[config.mk]
export PLATFORM = sky130hd
export DESIGN_NAME = alu_serial
export DESIGN_NICKNAME = d
export VERILOG_FILES = /design/src/rtl/tinylab_alu_pkg.sv /design/src/rtl/alu_slice.sv /design/src/rtl/alu_serial.sv
export SDC_FILE = /design/constraint.sdc
export NUM_CORES = 1
export LEC_CHECK = 0
export CORE_ASPECT_RATIO = 0.6
export CORE_MARGIN = 5
export CORE_UTILIZATION = 50
export CTS_CLUSTER_SIZE = 25
export DETAILED_ROUTE_END_ITERATION = 16
export PLACE_DENSITY = 0.83
export SYNTH_ARGS = -nofsm -noshare
export SYNTH_HDL_FRONTEND = slang
export SYNTH_SLANG_ARGS = --single-unit
[constraint.sdc]
create_clock -name clk -period 3 [get_ports clk]
set_clock_uncertainty 0.1 [all_clocks]
set_input_delay 0.3 -clock clk [delete_from_list [all_inputs] [get_ports clk]]
set_output_delay 0.3 -clock clk [all_outputs]
set_load 0.01 [all_outputs]
[src/rtl/tinylab_alu_pkg.sv]
// Shared definitions for the slice-serial ALU: function codes and FSM state encoding.
package tinylab_alu_pkg;

  typedef logic [2:0] alu_func_t;

  localparam alu_func_t ALU_MOVEB = 3'b000;
  localparam alu_func_t ALU_ADD   = 3'b001;
  localparam alu_func_t ALU_SUB   = 3'b010;
  localparam alu_func_t ALU_AND   = 3'b011;
  localparam alu_func_t ALU_OR    = 3'b100;

  // DONE is the only state with bit 1 set, so alu_end decodes to a single flop bit.
  typedef enum logic [1:0] {
    ALU_IDLE = 2'd0,
    ALU_BUSY = 2'd1,
    ALU_DONE = 2'd2
  } alu_state_e;

endpackage

[src/rtl/alu_slice.sv]
// Combinational SLICE_W-bit ALU unit; the serial top reuses one instance every cycle.
module alu_slice
  import tinylab_alu_pkg::*;
#(
  parameter int SLICE_W = 4
) (
  input  logic [SLICE_W-1:0] a,
  input  logic [SLICE_W-1:0] b,
  input  logic               cin,
  input  alu_func_t          func,
  output logic [SLICE_W-1:0] y,
  output logic               cout
);

  logic [SLICE_W:0] sum;

  // Slice result and carry-out; logical ops and unknown codes produce carry 0.
  always_comb begin
    sum  = '0;
    y    = '0;
    cout = 1'b0;
    case (func)
      ALU_ADD: begin
        sum  = {1'b0, a} + {1'b0, b} + {{SLICE_W{1'b0}}, cin};
        y    = sum[SLICE_W-1:0];
        cout = sum[SLICE_W];
      end
      ALU_SUB: begin
        sum  = {1'b0, a} + {1'b0, ~b} + {{SLICE_W{1'b0}}, cin};
        y    = sum[SLICE_W-1:0];
        cout = sum[SLICE_W];
      end
      ALU_AND:   y = a & b;
      ALU_OR:    y = a | b;
      ALU_MOVEB: y = b;
      default: begin
        y    = '0;
        cout = 1'b0;
      end
    endcase
  end

endmodule

[src/rtl/alu_serial.sv]
// Slice-serial ALU: captures operands on start, processes SLICE_W bits per cycle
// LSB first, and pulses alu_end for one cycle when result is updated.
// Optional feature macro ALU_FLAGS_EN: when defined, flag_z/flag_c registers are
// built and update at completion; otherwise both outputs are tied to 0.
module alu_serial
  import tinylab_alu_pkg::*;
#(
  parameter int WIDTH   = 8,
  parameter int SLICE_W = 4
) (
  input  logic             clk,
  input  logic             rst,
  input  logic             start,
  input  logic [2:0]       alu_func,
  input  logic             alu_in_sel,
  input  logic [WIDTH-1:0] op_a,
  input  logic [WIDTH-1:0] op_b,
  input  logic [WIDTH-1:0] imm,
  output logic [WIDTH-1:0] result,
  output logic             alu_end,
  output logic             busy,
  output logic             flag_z,
  output logic             flag_c
);

  localparam int N_SLICE = WIDTH / SLICE_W;
  localparam int CNT_W   = (N_SLICE > 1) ? $clog2(N_SLICE) : 1;

  alu_state_e         state, state_nxt;
  logic [CNT_W-1:0]   cnt_q;
  logic               carry_q;
  logic [WIDTH-1:0]   a_q;
  logic [WIDTH-1:0]   b_q;
  alu_func_t          func_q;
  logic [WIDTH-1:0]   acc_q;
  logic [WIDTH-1:0]   acc_nxt;
  logic [SLICE_W-1:0] a_sl;
  logic [SLICE_W-1:0] b_sl;
  logic [SLICE_W-1:0] y_sl;
  logic               cout_sl;
  logic               accept;
  logic               last_slice;

  assign accept     = (state == ALU_IDLE) && start;
  assign last_slice = (cnt_q == CNT_W'(N_SLICE - 1));

  // Select the operand slice addressed by the counter.
  always_comb begin
    a_sl = a_q[cnt_q*SLICE_W +: SLICE_W];
    b_sl = b_q[cnt_q*SLICE_W +: SLICE_W];
  end

  alu_slice #(
    .SLICE_W(SLICE_W)
  ) u_slice (
    .a    (a_sl),
    .b    (b_sl),
    .cin  (carry_q),
    .func (func_q),
    .y    (y_sl),
    .cout (cout_sl)
  );

  // Shift the new slice in from the top so that after N_SLICE steps it lands LSB-aligned.
  always_comb begin
    acc_nxt                    = acc_q >> SLICE_W;
    acc_nxt[WIDTH-1 -: SLICE_W] = y_sl;
  end

  // FSM state register.
  always_ff @(posedge clk or negedge rst) begin
    if (!rst) state <= ALU_IDLE;
    else      state <= state_nxt;
  end

  // FSM next-state logic; start outside IDLE is ignored.
  always_comb begin
    state_nxt = state;
    case (state)
      ALU_IDLE: if (start)      state_nxt = ALU_BUSY;
      ALU_BUSY: if (last_slice) state_nxt = ALU_DONE;
      ALU_DONE:                 state_nxt = ALU_IDLE;
      default:                  state_nxt = ALU_IDLE;
    endcase
  end

  // FSM outputs decoded straight from the state flops, so they are glitch-free.
  always_comb begin
    busy    = (state != ALU_IDLE);
    alu_end = (state == ALU_DONE);
  end

  // Slice counter and inter-slice carry; SUB starts with carry 1 to form a + ~b + 1.
  always_ff @(posedge clk or negedge rst) begin
    if (!rst) begin
      cnt_q   <= '0;
      carry_q <= 1'b0;
    end else if (accept) begin
      cnt_q   <= '0;
      carry_q <= (alu_func == ALU_SUB);
    end else if (state == ALU_BUSY) begin
      cnt_q   <= last_slice ? '0 : cnt_q + CNT_W'(1);
      carry_q <= cout_sl;
    end
  end

  // Operand capture at start and partial-result accumulation while busy.
  always_ff @(posedge clk) begin
    if (accept) begin
      a_q    <= op_a;
      b_q    <= alu_in_sel ? imm : op_b;
      func_q <= alu_func;
    end else if (state == ALU_BUSY) begin
      acc_q  <= acc_nxt;
    end
  end

  // Visible result updates only on the last-slice edge and holds otherwise.
  always_ff @(posedge clk or negedge rst) begin
    if (!rst)                                result <= '0;
    else if (state == ALU_BUSY && last_slice) result <= acc_nxt;
  end

`ifdef ALU_FLAGS_EN
  logic flag_z_q;
  logic flag_c_q;

  // Zero and MSB-slice carry flags, updated together with result.
  always_ff @(posedge clk or negedge rst) begin
    if (!rst) begin
      flag_z_q <= 1'b0;
      flag_c_q <= 1'b0;
    end else if (state == ALU_BUSY && last_slice) begin
      flag_z_q <= (acc_nxt == '0);
      flag_c_q <= cout_sl;
    end
  end

  assign flag_z = flag_z_q;
  assign flag_c = flag_c_q;
`else
  assign flag_z = 1'b0;
  assign flag_c = 1'b0;
`endif

endmodule

Word-level counts from Yosys, hierarchy flattened --
Cells that the tools add are included.
Word-level totals: register bits after elaboration 39, input bits 31, word-level logic and storage cells 47
Operators by class: add/sub/neg operators 5, equality and inequality tests 9, shifts and indexed selects 2, mux-type cells 11, bitwise logic cells 4, reductions and logical operators 8
Operators by type and width (number):
- case mux 4 bit (5 select lines) | 1
- variable part select 8 x 4 -> 4 bit | 2
- adder 4 x 4 -> 5 bit | 2
- adder 5 x 1 -> 5 bit | 2
- == test 3 x 2 -> 1 bit, second input constant | 3
- two-way mux 8 bit | 1
- two-way mux 1 bit | 5
- AND 4 bit | 1
- two-way mux 2 bit | 2
- inequality test 2 bit, second input constant | 2
- inverter 4 bit | 1
- OR 4 bit | 1
- case mux 2 bit (2 select lines) | 1
- AND reduction 2 bit | 2
- nonzero test 2 bit | 2
- == test 3 x 1 -> 1 bit, second input constant | 1
- == test 3 bit, second input constant | 1
- logical NOT 3 bit | 1
- == test 2 x 1 -> 1 bit, second input constant | 1
- == test 2 bit, second input constant | 1
- logical AND 1 bit | 2
- logical NOT 2 bit | 1
- case mux 1 bit (2 select lines) | 1
- adder 1 bit, second input constant | 1
- inverter 1 bit | 1

Longest topological paths before layout --
Gate-level depths: netlist of run 1.
word-level depth 7, mapped depth 10, mapped depth without buffers 9

Cells and area by module --
A second synthesis of run 1 with hierarchy kept.
Unflattened totals: cell total of the unflattened synthesis 153, area total of the unflattened synthesis 1981.9 sq um
By module, submodules not included:
- alu_serial | instances 1, cells an instance 80, area an instance 1412.6 sq um, seq. area each 991.0 sq um
- alu_slice | instances 1, cells an instance 73, area an instance 569.3 sq um, seq. area each 0.0 sq um

Worst setup path before layout of run 1 --
Ideal clock, no wire load.
path type register -> register, start point register cnt_q, end point register result[5], setup time 0.065 ns, arrival time 2.558 ns, data required time 2.835 ns, path slack 0.278 ns, stages on the path, launching flop included 8, buffers on the path 1, cells stage by stage dfrtp_1 buf_2 mux2_2 fa_1 fa_1 mux4_2 o21ai_0 mux2_2
Between the ends: word-level cells in the longest chain between the ends 5, elaborated cells on any way between the ends 11
Ends and longest elaborated chain:
- start, declared | RTL line alu_serial.sv:30 | logic [CNT_W-1:0] cnt_q;
- start signal, assigned | RTL line alu_serial.sv:102 | cnt_q <= last_slice ? '0 : cnt_q + CNT_W'(1);
- variable part select 8 x 4 -> 4 bit | RTL line alu_serial.sv:50 | b_sl = b_q[cnt_q*SLICE_W +: SLICE_W];
- inverter 4 bit | RTL line alu_slice.sv:29 | sum = {1'b0, a} + {1'b0, ~b} + {{SLICE_W{1'b0}}, cin};
- adder 4 x 4 -> 5 bit | RTL line alu_slice.sv:29
- adder 5 x 1 -> 5 bit | RTL line alu_slice.sv:29
- case mux 4 bit (5 select lines) * | RTL line alu_slice.sv:22 | case (func)
- net u_slice.y[1] | RTL line alu_slice.sv:11 | output logic [SLICE_W-1:0] y,
- end signal, assigned | RTL line alu_serial.sv:121 | else if (state == ALU_BUSY && last_slice) result <= acc_nxt;
- end, declared | RTL line alu_serial.sv:19 | output logic [WIDTH-1:0] result,
The timed path passes the listed nets; every way through them passes the cells marked *. A chain may end at the register's enable or synchronous reset.

Worst setup path in the final report of run 1 --
Ends and elaborated chain as after synthesis.

==> summary.md, run 1 <==
The flow ran to the end, and the final reports show no timing, DRC or antenna violations. The logs give 17 for the number of placement rows and 290 ps for the clock latency reported for the late side of the worst-skew pair. Measured along the y axis, the die boundary spans 58.3 um.

The run gives 3130 ps as the required arrival time at the worst endpoint. 0 antenna diodes ended up in the layout. The number of antenna violations at the first check in global routing is 0, and the transition time of the tightest slew-check pin is 624 ps.

In the post-synthesis netlist, the cell with the most instances is sky130_fd_sc_hd__edfxtp_1. For the number of global-route vias before repair, the log shows 1362. Input and output buffers added on the ports amount to 40. The nature of the critical path startpoint was a flop.

The type of the worst min-delay path was in -> async. The tree is rooted in a sky130_fd_sc_hd__clkbuf_8. The total power was 2290 uW. After detailed routing, the total wire length is 4140 um. The top-area cell type share of the netlist area was 0.355. After detailed routing, the number of remaining DRC violations is 0. The x dimension of the die came out at 90.5 um. The via count normalized by instance count is 5.40, and the count of flip-flops with a built-in enable after synthesis is 23. The area growth from synthesis to layout works out to 27.9%. The number of max-slew violations in the final report is 0. TritonCTS built the clock tree. After global routing the overflow that remains totals 0.

Setup repair after global routing left no endpoint under its margin. The final critical-path share of the clock period was 0.927. For this design the ratio of total power to cell area is 921 nW/um2.

Path depth of the worst reg2reg path: 7. The core region is 3700 um2. The post-DP HPWL was 3360 um.

The distinct cell type count after synthesis was 40. The slowest stage of the critical path belongs to the cell sky130_fd_sc_hd__dfrtp_2. The total track usage is 0.170. The longest clock path from root to sink contains 2 buffers.

Counting the buffers created by CTS gives 5. The tools report the post-synthesis instance area as 1940 um2. The share of the core filled with cells in the final layout came out at 0.671. During I/O placement, the number of pins put on the boundary was 43. STA puts the critical path data arrival time at 2910 ps. The first routing iteration left 55 violations. Detailed routing inserted a total of 1339 vias. Number of endpoints with negative hold slack in the final report: 0. The detail route stage leaves a number of antenna-violating nets equal to 0.

The clock drives 35 sinks. The first global-routing pass estimated 6710 um of wire. The run gives 0.584 as the relative max-transition margin. STA classifies the critical path endpoint as a flop. Ranked by instance count, the synthesized netlist is headed by 23 x sky130_fd_sc_hd__edfxtp_1, 17 x sky130_fd_sc_hd__inv_1, 17 x sky130_fd_sc_hd__mux2_2.

The maximum ir drop on the vdd rail is 457 uV. In this run the register-to-register setup slack is 220 ps. The run gives 0 as the number of hold buffers added after CTS. In the post-synthesis netlist, the biggest area contributors are sky130_fd_sc_hd__edfxtp_1 36%, sky130_fd_sc_hd__dfrtp_1 15%, sky130_fd_sc_hd__mux2_2 9.9%. The die covers 5270 um2. Number of cells produced by synthesis: 156. Of all nets on the critical path, the largest fanout is 5. After synthesis the netlist holds a flip-flop and latch count of 35. The most used flip-flop cell after synthesis is sky130_fd_sc_hd__edfxtp_1.

For this run, the slowest stage of the critical path takes 460 ps. After clock tree synthesis, the setup repair step added 0 buffers. The depth of the CTS H-tree is 2, and the clock-pin slew on the worst setup and hold paths is 70 ps. Dividing the detail-routed wire length by the instance count gives 16.7 um. The largest total area in the synthesized netlist belongs to sky130_fd_sc_hd__edfxtp_1. Summed over all failing endpoints, the final setup total negative slack is 0 ps. Across the run, the number of max-cap violations was 0.

Fraction of final layout cells sized beyond drive strength 1: 0.174. Fraction of synthesis flops using an asynchronous set or reset pin: 0.343. The tools report the share of the yosys chip area belonging to registers as 0.510. During synthesis, Yosys emitted a total of 0 warnings. In the final design database the tool counted 246 nets.

The first-pass iteration count of the detailed router came out at 4. The placer's final routability congestion estimate was 0.903. The leakage power is 0.00101 uW.

Timing would allow up to 360 MHz. Type of the worst setup path: reg -> reg. The routed design could run at a clock period as short as 2780 ps. The mean instance size in the synthesized netlist was 12.5 um2; the count of final setup violators was 0. The effective utilization at floorplan is 0.525.

The critical path goes through mux2_2 -> inv_1 -> fa_1 -> fa_1 -> mux4_2 -> o21ai_0 -> mux2_2. Entering global routing, the biggest net connects 18 pins.
==> final cells by class <==
class / instances / area (um2)
Timing Repair Buffer: 45 / 438
Clock buffer: 6 / 72.6
Clock inverter: 2 / 12.5
Sequential cell: 35 / 992
Inverter: 17 / 63.8
Multi-Input combinational cell: 96 / 847
Fill cell: 313 / 1220
Tap cell: 47 / 58.8
==> registers in the layout (all words and copies together) (netlist names) <==
register / cells
a_q: 8
b_q: 8
result: 8
acc_q: 4
func_q: 3
state: 2
carry_q: 1
cnt_q: 1
==> what timing repair did <==
action                     in CTS  in global routing
hold endpoints to repair        0                  0
resized for setup               0                  1
setup endpoints to repair       0                  1
==> per-layer routing <==
metal | track usage | share of wire | vias up
li1 | - | - | 639
met1 | 0.213 | 0.45 | 641
met2 | 0.285 | 0.47 | 51
met3 | 0.0575 | 0.068 | 8
met4 | 0.0446 | 0.0077 | 0
met5 | 0 | 0 | -
==> power breakdown <==
| part | switching [uW] | internal (uW) | leakage [uW] |
|---|---|---|---|
| logic | 574 | 572 | 0.000599 |
| clock network | 167 | 162 | 0.0000412 |
| registers | 98.6 | 716 | 0.000366 |
| total | 839 | 1450 | 0.00101 |
==> placed cells by master, fill, tap and decap left out, drive strengths merged, types with 2 or more instances in the layout <==
cell type / count
ha: 11
buf: 5
nand2: 6
edfxtp: 23
inv: 17
clkdlybuf4s50: 40
xnor2: 4
nor3: 4
dfrtp: 12
a21oi: 2
nor2: 6
mux2i: 6
or4: 2
clkbuf: 6
a31oi: 2
conb: 2
o21ai: 6
nor2b: 4
mux2: 18
fa: 4
==> cells by family (layout without fill, tap and decap cells) <==
family / after synthesis / in the layout / share of synthesized area
buf+inv: 26 / 70 / 0.0573
other cells: 1 / 2 / 0.00193
mux: 25 / 25 / 0.147
xor+xnor: 4 / 4 / 0.0180
fa+ha+maj: 15 / 15 / 0.112
compound gates: 20 / 20 / 0.0683
simple gates: 30 / 30 / 0.0856
flops: 35 / 35 / 0.510
==> metrics by stage <==
step	instance area, um2	hold slack (ps)	worst slack [ps]	std cells
final	2480	282	219	248
after global routing	2480	303	11.8	248
after CTS	2480	287	205	248
after detailed placement	2400	367	224	240
after global placement	2400	359	242	240
after floorplan	1950	-95.6	278	157
==> path summary, 6_finish.rpt <==
check	start	end
max in group asynchronous	rst	cnt_q
worst max register to register	cnt_q	result[5]
worst min-delay path	rst	result[7]
worst max-delay path	cnt_q	result[5]
min in group clk	acc_q[4]	result[0]
worst min register to register	acc_q[4]	result[0]
==> critical path: cells and delay by family (launching register included) <==
kind            cells  cell delay, ps
flops               1             460
compound gates      1             260
buf+inv             1              80
mux                 3             950
fa+ha+maj           2             870
Note: power is estimated with default switching activity, not from simulation.
==> run 2, diff against run 1 <==
--- a/config.mk
+++ b/config.mk
@@ -8,6 +8,7 @@
 export CORE_ASPECT_RATIO = 0.6
 export CORE_MARGIN = 5
 export CORE_UTILIZATION = 50
+export CTS_CLUSTER_DIAMETER = 50
 export CTS_CLUSTER_SIZE = 25
 export DETAILED_ROUTE_END_ITERATION = 16
 export PLACE_DENSITY = 0.83
==> results of run 2 <==
Final layout, timing and power as in run 1 (identical DEF).
